File: config.mk
export PLATFORM = sky130hd
export DESIGN_NAME = seq_divider
export DESIGN_NICKNAME = d
export VERILOG_FILES = /design/src/rtl/seq_divider.sv
export SDC_FILE = /design/constraint.sdc
export NUM_CORES = 1
export LEC_CHECK = 0
export ABC_CLOCK_PERIOD_IN_PS = 11690
export CORE_UTILIZATION = 57
export CTS_CLUSTER_DIAMETER = 120
export DETAILED_ROUTE_END_ITERATION = 10
export PLACE_DENSITY = 0.81
export SLEW_MARGIN = 20
export SYNTH_ARGS = -nofsm -noshare
export SYNTH_HDL_FRONTEND = slang
export SYNTH_SLANG_ARGS = --single-unit
File: constraint.sdc
create_clock -name clk -period 11.69 [get_ports clk]
set_clock_uncertainty 0.1 [all_clocks]
set_input_delay 2.338 -clock clk [delete_from_list [all_inputs] [get_ports clk]]
set_output_delay 2.338 -clock clk [all_outputs]
set_load 0.1 [all_outputs]
File: src/rtl/seq_divider.sv
`default_nettype none
// ============================================================================
// Module      : seq_divider
// Description : Sequential radix-2 restoring divider for RV32M div/divu/rem/remu.
//               One quotient bit per cycle, MSB first. Divide-by-zero and
//               signed overflow take a single-cycle bypass path.
// Revision    : 1.0 - initial release
// ============================================================================
module seq_divider #(
  parameter int WIDTH = 32
) (
  input  logic             clk,
  input  logic             rst,
  input  logic             div_start,
  input  logic [2:0]       div_op,
  input  logic [WIDTH-1:0] dividend,
  input  logic [WIDTH-1:0] divisor,
  output logic [WIDTH-1:0] quotient,
  output logic [WIDTH-1:0] remainder,
  output logic             div_done,
  output logic             div_stall
);

  localparam int             C_CNT_W   = $clog2(WIDTH);
  localparam logic [C_CNT_W-1:0] C_LAST_CNT = C_CNT_W'(WIDTH - 1);
  localparam logic [WIDTH-1:0]   C_INT_MIN  = {1'b1, {(WIDTH-1){1'b0}}};

  typedef enum logic [1:0] {
    ST_IDLE = 2'd0,
    ST_CALC = 2'd1,
    ST_DONE = 2'd2
  } state_t;

  state_t               r_state;
  state_t               w_next;
  logic [C_CNT_W-1:0]   r_cnt;
  logic [WIDTH-1:0]     r_prem;      // partial remainder (always < divisor)
  logic [WIDTH-1:0]     r_dvd;       // dividend magnitude shifting out, quotient shifting in
  logic [WIDTH-1:0]     r_dsr;       // divisor magnitude
  logic                 r_neg_q;
  logic                 r_neg_r;
  logic [WIDTH-1:0]     r_quotient;
  logic [WIDTH-1:0]     r_remainder;
  logic                 r_done;

  // Operation decode: bit 0 of the funct3 selects unsigned variants
  logic                 w_signed;
  logic                 w_div_zero;
  logic                 w_overflow;
  logic [WIDTH-1:0]     w_a_mag;
  logic [WIDTH-1:0]     w_b_mag;
  logic                 w_last;

  // One restoring step on the 33-bit partial remainder
  logic [WIDTH:0]       w_shift;
  logic [WIDTH:0]       w_sub;
  logic                 w_qbit;
  logic [WIDTH-1:0]     w_prem_nx;
  logic [WIDTH-1:0]     w_quo_nx;
  logic [WIDTH-1:0]     w_q_fix;
  logic [WIDTH-1:0]     w_r_fix;

  assign w_signed   = ~div_op[0];
  assign w_div_zero = (divisor == '0);
  assign w_overflow = w_signed && (dividend == C_INT_MIN) && (divisor == '1);
  assign w_a_mag    = (w_signed && dividend[WIDTH-1]) ? -dividend : dividend;
  assign w_b_mag    = (w_signed && divisor[WIDTH-1])  ? -divisor  : divisor;
  assign w_last     = (r_cnt == C_LAST_CNT);

  assign w_shift    = {r_prem, r_dvd[WIDTH-1]};
  assign w_sub      = w_shift - {1'b0, r_dsr};
  assign w_qbit     = ~w_sub[WIDTH];
  assign w_prem_nx  = w_qbit ? w_sub[WIDTH-1:0] : w_shift[WIDTH-1:0];
  assign w_quo_nx   = {r_dvd[WIDTH-2:0], w_qbit};
  assign w_q_fix    = r_neg_q ? -w_quo_nx  : w_quo_nx;
  assign w_r_fix    = r_neg_r ? -w_prem_nx : w_prem_nx;

  assign quotient   = r_quotient;
  assign remainder  = r_remainder;
  assign div_done   = r_done;

  // State register
  always_ff @(posedge clk or negedge rst) begin
    if (!rst) begin
      r_state <= ST_IDLE;
    end else begin
      r_state <= w_next;
    end
  end

  // Next-state decode and combinational stall towards the pipeline
  always_comb begin
    w_next    = r_state;
    div_stall = 1'b0;
    case (r_state)
      ST_IDLE: begin
        if (div_start) begin
          div_stall = 1'b1;
          w_next    = (w_div_zero || w_overflow) ? ST_DONE : ST_CALC;
        end
      end
      ST_CALC: begin
        div_stall = 1'b1;
        if (w_last) begin
          w_next = ST_DONE;
        end
      end
      ST_DONE: begin
        w_next = ST_IDLE;
      end
      default: begin
        w_next = ST_IDLE;
      end
    endcase
  end

  // Operand capture, iterative datapath and result registers
  always_ff @(posedge clk or negedge rst) begin
    if (!rst) begin
      r_cnt       <= '0;
      r_prem      <= '0;
      r_dvd       <= '0;
      r_dsr       <= '0;
      r_neg_q     <= 1'b0;
      r_neg_r     <= 1'b0;
      r_quotient  <= '0;
      r_remainder <= '0;
      r_done      <= 1'b0;
    end else begin
      // DONE always lasts one cycle, so this yields a single-cycle pulse
      r_done <= (w_next == ST_DONE);
      case (r_state)
        ST_IDLE: begin
          if (div_start) begin
            if (w_div_zero) begin
              r_quotient  <= '1;
              r_remainder <= dividend;
            end else if (w_overflow) begin
              r_quotient  <= C_INT_MIN;
              r_remainder <= '0;
            end else begin
              r_cnt   <= '0;
              r_prem  <= '0;
              r_dvd   <= w_a_mag;
              r_dsr   <= w_b_mag;
              r_neg_q <= w_signed && (dividend[WIDTH-1] ^ divisor[WIDTH-1]);
              r_neg_r <= w_signed && dividend[WIDTH-1];
            end
          end
        end
        ST_CALC: begin
          r_cnt  <= r_cnt + 1'b1;
          r_prem <= w_prem_nx;
          r_dvd  <= w_quo_nx;
          if (w_last) begin
            r_cnt       <= '0;
            r_quotient  <= w_q_fix;
            r_remainder <= w_r_fix;
          end
        end
        default: begin
        end
      endcase
    end
  end

endmodule
`default_nettype wire

Word level (Yosys, flattened, before mapping)
Cells that the tools add are included. Widths: inputs -> output; s select.

RAM bits: 0. Memories kept: 0. Output and inout bits: 66. Latch bits: 0. ROM bits: 0. Register bits after elaboration: 170.

Add/subtract/negate cells: 6. Muxes and demuxes: 34. Eq/ne operators: 10. $mul: 0. Divide/modulo/power cells: 0. Reductions and logical operators: 12. Magnitude comparators: 0. Shifts and indexed selects: 0. Bitwise operators: 5.

Operators with widths (number): $mux 32 (19); $pmux 32 s2 (4); $neg 32->32 (4); $eq 32x32->1 const B (2); $sub 33x32->33 (1); $logic_not 32->1 (1); $mux 5 (4); $reduce_and 4->1 (3); $pmux 5 s2 (1); $ne 2x2->1 const B (4); $mux 2 (3); $add 5x1->5 const B (1); $eq 5x5->1 const B (1); $logic_and 1x1->1 (5); $not 1->1 (4); $pmux 2 s2 (1); $ne 3x3->1 const B (1); $eq 2x1->1 const B (1); $eq 2x2->1 const B (1); $logic_not 2->1 (1); $pmux 1 s2 (1); $reduce_bool 2->1 (1); $logic_or 1x1->1 (1); $mux 1 (1); $xor 1x1->1 (1).

Depth between registers and ports, before layout
Gate-level depths: netlist of run 1.

Word-level depth: 8. Mapped depth: 23. Gate-level depth less buffers: 21.

Worst setup path after synthesis of run 1
No wires, ideal clock.

Kind: input -> output. Start point: input div_start. End point: output div_stall. Stages: 2. Arrival time: 3622 ps. Data required time: 9252 ps. Setup slack: 5630 ps. Cell sequence: nor2_1 -> nor2_1.

Cells in the longest elaborated chain, start to end: 2.

Ends and longest elaborated chain: start, declared (line 14) `input logic div_start,`; $mux 1 (line 97) `if (div_start) begin`; $pmux 1 s2 (line 95) `case (r_state)`; end, declared (line 21) `output logic div_stall`.

No other way between the ends.

Worst setup path after layout of run 1
Same ends and word-level chain as after synthesis.

==> results of run 1 <==
how the worst max path moves through the flow:
stage | startpoint | to | cells after the start
detailed placement | divisor[6] | r_dvd[31] | 14
floorplan | div_start | div_stall | 2
global route | divisor[6] | r_dvd[31] | 14
finish | div_start | div_stall | 4
CTS | div_start | div_stall | 4
global placement | divisor[6] | r_dvd[31] | 14
placed cells by master, fill, tap and decap left out, types with 7 or more instances in the layout:
| master | netlist | final |
|---|---|---|
| or4_1 | 10 | 10 |
| a221oi_1 | 7 | 7 |
| a21oi_1 | 114 | 114 |
| a31oi_1 | 18 | 18 |
| a22o_1 | 8 | 8 |
| nand2b_1 | 9 | 8 |
| nand2_1 | 224 | 224 |
| o21ai_1 | 11 | 11 |
| mux2i_1 | 32 | 32 |
| o31ai_1 | 26 | 26 |
| or3_1 | 21 | 21 |
| nor3_1 | 32 | 31 |
| ha_1 | 39 | 39 |
| a21o_1 | 19 | 19 |
| nor2_1 | 127 | 127 |
| inv_1 | 50 | 50 |
| nand4_1 | 23 | 23 |
| o21ai_0 | 200 | 200 |
| and3_1 | 10 | 10 |
| nand3_1 | 29 | 29 |
| o41ai_1 | 13 | 13 |
| xor2_1 | 54 | 54 |
| a22oi_1 | 9 | 9 |
| dfrtp_1 | 170 | 170 |
| buf_4 | 3 | 13 |
| clkdlybuf4s50_1 | 0 | 132 |
| o211a_1 | 7 | 7 |
| and2_1 | 14 | 14 |
| nor4_1 | 18 | 18 |
| clkbuf_16 | 0 | 17 |
| xnor2_1 | 71 | 71 |
worst reg2reg max path: stages, from the launching register on:
cell and delay, ps:
dfrtp_1 510, inv_1 110, ha_1 170, inv_1 70
fa_1 410, a211oi_2 330, o31a_1 310, a21boi_2 160
o211a_1 310, nor3_4 420, nor2_4 50, inv_2 490
mux2i_1 390, ha_1 260, inv_1 80, nor3_1 230
mux2i_2 210, nor4b_4 460, o211ai_1 260, mux2_1 400
o211a_1 110
layout make-up:
class                      count  area (um2)  area share [%]
clock inverter                14         160            1.09
multi-input combinational   1261        7850            53.5
tap                          280         350            2.39
sequential                   170        4250            29.0
timing repair buffer         146        1430            9.75
inverter                      52         195            1.33
clock buffer                  18         429            2.92
cell families (layout without fill, tap and decap cells):
family                   count (synthesis)  after routing  synth area share (%)
AO/OA/AOI/OAI                          503            503                  25.2
XOR/XNOR                               125            125                  8.65
adder cells (fa/ha/maj)                 40             40                  4.01
buffers and inverters                  137            230                  4.44
flip-flops                             170            170                  33.6
multiplexers                            40             40                  3.37
AND/OR/NAND/NOR                        553            553                  20.7
per-layer routing:
layer  GRT usage (%)  up-vias  part of all wire [%]
li1                -     5818                     -
met3            4.37       78                   6.8
met2            52.0      460                    47
met4            14.5        0                   3.6
met5               0        -                     0
met1            39.8     5655                    43
flip-flops by register name (all words and copies together) (netlist names):
register   cells
r_state        2
remainder     32
r_dsr         32
div_done       1
r_cnt          5
quotient      32
r_prem        32
r_dvd         32
r_neg_q        1
r_neg_r        1
through the flow:
| stage | hold WS [ps] | cells | area (um2) | setup WS [ps] |
|---|---|---|---|---|
| 3_5_place_dp | 357 | 1909 | 14100 | 4640 |
| 4_1_cts | 374 | 1941 | 14700 | 4940 |
| 3_3_place_gp | 352 | 1909 | 14100 | 4780 |
| 5_1_grt | 387 | 1941 | 14700 | 4770 |
| 6_report | 369 | 1941 | 14700 | 4920 |
| 2_1_floorplan | 343 | 1568 | 12700 | 5630 |
==> impl_results.md, run 1 <==
* Cells along the critical path: clkdlybuf4s50_1 > nor2_1 > nor2_1 > clkdlybuf4s50_1
* Hold worst-path end: quotient[27]
* Vias in the first global route at ~11000
* Fmax at 148 MHz
* Top post-synthesis cells by area: dfrtp_1, o21ai_0, nand2_1
* Final hold vios at 0
* Largest net degree at the start of global routing at a little under 100
* Final design utilization at around 67%
* Max cap viols at 0
* Mapped Area at 12700 um2
* Crit Path Category: input pin to output port
* Slew Limit Fails at 0
* Worst-path maximum fanout at 4
* Cell Rows at 54
* Die width at between 150 and 200 um
* Reg2reg start: r_dvd[31]
* Final period utilization at between 50% and 60%
* Min cycle time layout at 6770 ps
* Grt ovf at 0
* Fraction of layout cells with a size suffix above 1 at under 10%
* Clock Pin Slew Worst Setup and Hold Paths at ~70 ps
* Register area share after synthesis at around 34%
* Initial Util at between 50% and 60%
* Status: completed
* Yosys warning count at 0
* WL final at 34.4 mm
* Mean routed wirelength per cell at 17.7 um
* R2R cell count at 20
* Htree depth at 4
* Cts hold-fix bufs at 0
* Antenna violations before repair at 0
* FF-to-FF setup slack at 5750 ps
* Crit end category: output port
* Routed Antenna Nets at 0
* Global-route wire length before repair at ~56 mm
* Final setup viols at 0
* Avg Cell Area, Syn at roughly 8.1 um2
* EDFF count, synth at 0
* Via count at 12000
* Hpwl dp at roughly 26 mm
* Final TNS setup at 0 ps
* CP Data Required Time at 9250 ps
* Rel. slew slack at between 20% and 30%
* CTS root buffer: clkbuf_16
* Pre-antenna DRT Iters at 5
* Synthesized Nets at approximately 1700
* Total die area at between 20000 and 25000 um2
* Worst hold path class: flip-flop to flip-flop
* Die height at roughly 150 um
* DR DRC count at 0
* Hold Path Origin: quotient[27]
* Worst endpoint data arrival time at between 4000 and 5000 ps
* Worst slew pin tran at ~1100 ps
* Worst-skew pair later-pin latency at around 440 ps
* Routed vias/inst at slightly above 6
* Top cells by count, synth: nand2_1, o21ai_0, dfrtp_1, nor2_1, a21oi_1
* # IOs at about 140
* Hold Path Depth at 2
* Gr usage total at a little under a third
* Buf+Inv Stages, Crit Path at 2
* Nets@finish at 1758
* CTS max path bufs at 2
* Antenna diode count at 0
* Post-synth top flop: dfrtp_1
* Syn-to-layout area delta at 16.0%
* Post-synth ARST share at between 90% and 100%
* Num CTS Buffers at 17
* Max stage delay on crit path at 1180 ps
* Reg-to-Reg End: remainder[30]
* CP startpoint kind: input pin
* Slowest cell on crit path: clkdlybuf4s50_1
* CP top delay family: buffers and inverters
* RSZ-0062 raised after global routing: no
* Core Area at around 22000 um2
* Port Buffers at roughly 130
* Post-CTS Setup Inserts at 0
* Cells resized by post-CTS repair at 0
* Initial DRC Count at approximately 940
* Clk sink count at between 150 and 200
* Synth area leader: dfrtp_1
* Synth cell types at between 90 and 100
* Top cell type's share of synthesized area at around 34%
* Routability congestion estimate at around 0.94
* CTS tree: yes
* Mapped Cells at 1568
* #FFs+latches synth at 170
* Most common cell in the synthesized netlist: nand2_1
* Fill cell count at ~1900
Power of run 1 is left out: the tool's default activity adds up to more than one toggle a clock period on the data nets, which glitch-free logic cannot reach.
==> inputs of run 2 (changes only) <==
Settings changed: ABC_CLOCK_PERIOD_IN_PS 11690 to 6350.
Clock period 11.69 ns to 6.35 ns, I/O delays scaled along.
==> impl_results.md, run 2 (synthesis gave the netlist of run 1 again) <==
* Routed Antenna Nets at 0 (unchanged)
* Htree depth at 4 (unchanged)
* Hpwl dp at 26.2 mm (was 25.7 mm)
* Worst hold path class: flip-flop to flip-flop (unchanged)
* Total die area at 22800 um2 (unchanged)
* Via count at 12000 (about the same)
* Worst slew pin tran at 988 ps (was 1090 ps)
* Multi-input gate area at 7850 um2 (unchanged)
* Final period utilization at roughly 84%
* WL final at 34.5 mm (was 34.4 mm)
* Most common cell after layout, fill and taps aside: nand2_1 (unchanged)
* Clk sink count at 170 (unchanged)
* DR DRC count at 0 (unchanged)
* Routability congestion estimate at 0.930 (was 0.941)
* Final setup viols at 0 (unchanged)
* Sequential Area at 4250 um2 (unchanged)
* Largest net degree at the start of global routing at 68 (was 98)
* Fill cell count at 1845 (was 1853)
* Rel. slew slack at 33.9% (was 27.6%)
* Syn-to-layout area delta at 16.5% (was 16.0%)
* R2R cell count at 21 (was 20)
* Port Buffers at 133 (unchanged)
* Crit Path Category: flip-flop to flip-flop (was input pin to output port)
* CP startpoint kind: flip-flop (was input pin)
* Worst-path maximum fanout at 29 (was 4)
* CTS tree: yes (unchanged)
* Worst endpoint data arrival time at 5540 ps (was 4330 ps)
* Clock Pin Slew Worst Setup and Hold Paths at 80 ps (was 70 ps)
* Fraction of layout cells with a size suffix above 1 at 6.35% (was 5.90%)
* Nets@finish at 1765 (was 1758)
* Initial Util at 58.0% (unchanged)
* CP Data Required Time at 6580 ps (was 9250 ps)
* Cell Rows at 54 (unchanged)
* CTS root buffer: clkbuf_16 (unchanged)
* Gr usage total at 30.9% (was 31.1%)
* RSZ-0062 raised after global routing: no (unchanged)
* Max cap viols at 0 (unchanged)
* Num CTS Buffers at 17 (unchanged)
* Post-CTS Setup Inserts at 0 (unchanged)
* Final hold vios at 0 (unchanged)
* Initial DRC Count at 967 (was 937)
* Core Area at 21800 um2 (unchanged)
* Die width at 151 um (unchanged)
* Min cycle time layout at between 5000 and 6000 ps
* Status: completed (unchanged)
* Antenna violations before repair at 0 (unchanged)
* Die height at 151 um (unchanged)
* Fmax at ~190 MHz
* Cells resized by post-CTS repair at 0 (unchanged)
* Cts hold-fix bufs at 0 (unchanged)
* Routed vias/inst at 6.17 (was 6.19)
* Grt ovf at 0 (unchanged)
* Vias in the first global route at 11100 (was 11000)
* Mean routed wirelength per cell at 17.7 um (about the same)
* Hold Path Depth at 2 (unchanged)
* Global-route wire length before repair at 55.0 mm (was 55.5 mm)
* Most frequent cells in the layout: nand2_1, o21ai_0, dfrtp_1, clkdlybuf4s50_1, nor2_1 (unchanged)
* # IOs at 136 (unchanged)
* Pre-antenna DRT Iters at 6 (was 5)
* Final TNS setup at 0 ps (unchanged)
* CTS max path bufs at 2 (unchanged)
* Crit end category: flip-flop (was output port)
* Worst-skew pair later-pin latency at 440 ps (about the same)
* Slew Limit Fails at 0 (unchanged)
==> run 2: worst paths after layout <==
path | from | end | slack [ps]
max in group asynchronous | rst | r_dsr[16] | 4330
min in group asynchronous | rst | r_dvd[3] | 690
min | quotient[19] | quotient[19] | 370
max reg2reg | r_dvd[31] | remainder[30] | 1040
max | r_dvd[31] | remainder[30] | 1040
min reg2reg | quotient[19] | quotient[19] | 370
==> run 2: critical path: stages, from the launching register on <==
cell	delay (ps)
dfrtp_1	480
inv_1	90
ha_1	170
inv_1	70
fa_1	410
a211oi_2	320
o31a_1	300
a21boi_2	150
o211ai_2	280
a21oi_4	160
nor2_4	140
inv_2	70
buf_4	250
a21oi_1	250
ha_1	220
inv_1	80
nor3_1	240
mux2i_2	210
nor4b_4	460
o211ai_1	240
mux2_1	390
o211a_1	110
==> run 2: final cells by class <==
type / instances / share of cell area (%)
Antenna cell: 1 / 0.0170
Clock buffer: 17 / 2.89
Clock inverter: 15 / 1.03
Inverter: 52 / 1.32
Multi-Input combinational cell: 1261 / 53.3
Sequential cell: 170 / 28.9
Tap cell: 280 / 2.38
Timing Repair Buffer: 153 / 10.2
==> run 2: through the flow <==
stage | cells | util, % | hold slack [ps] | setup slack (ps) | area (um2)
after floorplan | 1568 | - | 343 | 1470 | 12700
after global placement | 1915 | 64.8 | 351 | 1070 | 14100
after detailed placement | 1915 | 64.8 | 356 | 898 | 14100
after CTS | 1947 | 67.4 | 374 | 1060 | 14700
after global routing | 1948 | 67.5 | 396 | 743 | 14700
final | 1949 | 67.5 | 370 | 1040 | 14700
==> run 2: metal layers <==
metal  part of all wire (%)  track usage (%)  up-vias
met1                     43             39.2     5635
met2                     48             53.1      482
met5                      0                0        -
li1                       -                -     5828
met3                    6.7             4.61       77
met4                    2.9             12.0        0
Power of run 2 is left out for the same reason.
==> inputs of run 3 (changes only) <==
Settings changed: ABC_CLOCK_PERIOD_IN_PS 6350 to 5400.
Clock period 6.35 ns to 5.4 ns, I/O delays scaled along.
==> impl_results.md, run 3 (synthesis gave the netlist of run 1 again) <==
* Min cycle time layout at 5030 ps (was 5310 ps)
* Worst-path maximum fanout at 17 (was 29)
* Reg2reg start: r_dvd[31] (unchanged)
* Cts hold-fix bufs at 0 (unchanged)
* Die width at 151 um (unchanged)
* Hpwl dp at 26.7 mm (was 26.2 mm)
* CP Launch Point: r_dvd[31] (unchanged)
* Worst hold path class: flip-flop to flip-flop (unchanged)
* Nets@finish at 1774 (was 1765)
* Final setup viols at 0 (unchanged)
* Most common cell after layout, fill and taps aside: nand2_1 (unchanged)
* Routability congestion estimate at 0.923 (was 0.930)
* Gr usage total at 31.5% (was 30.9%)
* Die height at 151 um (unchanged)
* Largest net degree at the start of global routing at 78 (was 68)
* WL final at 35.5 mm (was 34.5 mm)
* Mean routed wirelength per cell at 18.1 um (was 17.7 um)
* Status: completed (unchanged)
* Crit Path Category: flip-flop to flip-flop (unchanged)
* Clock Pin Slew Worst Setup and Hold Paths at 80 ps (about the same)
* Hold Path Origin: quotient[5] (was quotient[19])
* Clk sink count at 170 (unchanged)
* Fmax at 199 MHz (was 188 MHz)
* Crit end category: flip-flop (unchanged)
* # IOs at 136 (unchanged)
* Rel. slew slack at 26.8% (was 33.9%)
* Cells resized by post-CTS repair at 0 (unchanged)
* Port Buffers at 133 (unchanged)
* Fraction of layout cells with a size suffix above 1 at 6.92% (was 6.35%)
* Worst endpoint data arrival time at 5270 ps (was 5540 ps)
* Initial Util at 58.0% (unchanged)
* Most frequent cells in the layout: nand2_1, o21ai_0, dfrtp_1, clkdlybuf4s50_1, nor2_1 (unchanged)
* CP Data Required Time at 5640 ps (was 6580 ps)
* Max cap viols at 0 (unchanged)
* Initial DRC Count at 1001 (was 967)
* Routed Antenna Nets at 0 (unchanged)
* Pre-antenna DRT Iters at 6 (unchanged)
* CP startpoint kind: flip-flop (unchanged)
* CTS max path bufs at 2 (unchanged)
* Worst slew pin tran at 1100 ps (was 988 ps)
* DR DRC count at 0 (unchanged)
* Worst-skew pair later-pin latency at 440 ps (about the same)
* Final TNS setup at 0 ps (unchanged)
* Via count at 12100 (was 12000)
* Cell Rows at 54 (unchanged)
* Post-CTS Setup Inserts at 0 (unchanged)
* Final period utilization at 93.1% (was 83.5%)
* Antenna violations before repair at 0 (unchanged)
* FF-to-FF setup slack at 370 ps (was 1040 ps)
* CTS tree: yes (unchanged)
* RSZ-0062 raised after global routing: no (unchanged)
* Syn-to-layout area delta at 17.4% (was 16.5%)
* Htree depth at 4 (unchanged)
* Final hold vios at 0 (unchanged)
* Routed vias/inst at 6.16 (was 6.17)
* Vias in the first global route at 11100 (about the same)
* Global-route wire length before repair at 56.1 mm (was 55.0 mm)
* Grt ovf at 0 (unchanged)
* Total die area at 22800 um2 (unchanged)
* CTS root buffer: clkbuf_16 (unchanged)
* Num CTS Buffers at 17 (unchanged)
* Core Area at 21800 um2 (unchanged)
* Antenna diode count at 0 (was 1)
* Slew Limit Fails at 0 (unchanged)
* Fill cell count at 1830 (was 1845)
[run 3: layer usage]
metal / GRT usage [%] / part of all wire [%]
met4: 12.3 / 3.0
met5: 0 / 0
met2: 52.7 / 48
met1: 41.2 / 43
met3: 4.31 / 6.8
[run 3: path summary, 6_finish.rpt]
| path | to | depth (start not counted) |
|---|---|---|
| setup / recovery | remainder[30] | 21 |
| hold / removal | quotient[5] | 2 |
| setup reg to reg | remainder[30] | 21 |
| hold reg to reg | quotient[5] | 2 |
| max in group asynchronous | remainder[19] | 2 |
| min in group asynchronous | quotient[13] | 1 |
[run 3: metrics by stage]
stage	cells	worst slack (ps)	hold slack, ps	util (%)	area (um2)
finish	1957	370	367	68.1	14900
CTS	1956	434	374	67.9	14800
floorplan	1568	522	343	-	12700
global route	1957	45.5	402	68.1	14900
detailed placement	1924	361	357	65.1	14200
global placement	1924	432	352	65.1	14200
[run 3: cell type report]
type	instances	area, um2	share of cell area [%]
repair buffers	162	1580	10.6
multi-input cells	1261	7850	52.9
well taps	280	350	2.36
clock inverters	14	183	1.23
inverters	52	195	1.31
flip-flops and latches	170	4250	28.6
clock buffers	18	439	2.96
[run 3: worst max-delay path: stages (launching register included)]
cell and delay, ps:
dfrtp_1 450, inv_1 90, ha_1 170, inv_1 70, fa_1 420, a211oi_2 290
o31a_1 320, a21boi_2 160, o211ai_2 270, a21oi_4 100, nor2_4 180, inv_2 70
buf_4 210, a21oi_1 220, ha_1 210, inv_1 70, nor3_1 250, mux2i_2 190
nor4b_4 340, o211ai_1 260, mux2_1 380, o211a_1 110
Power of run 3 is left out for the same reason.
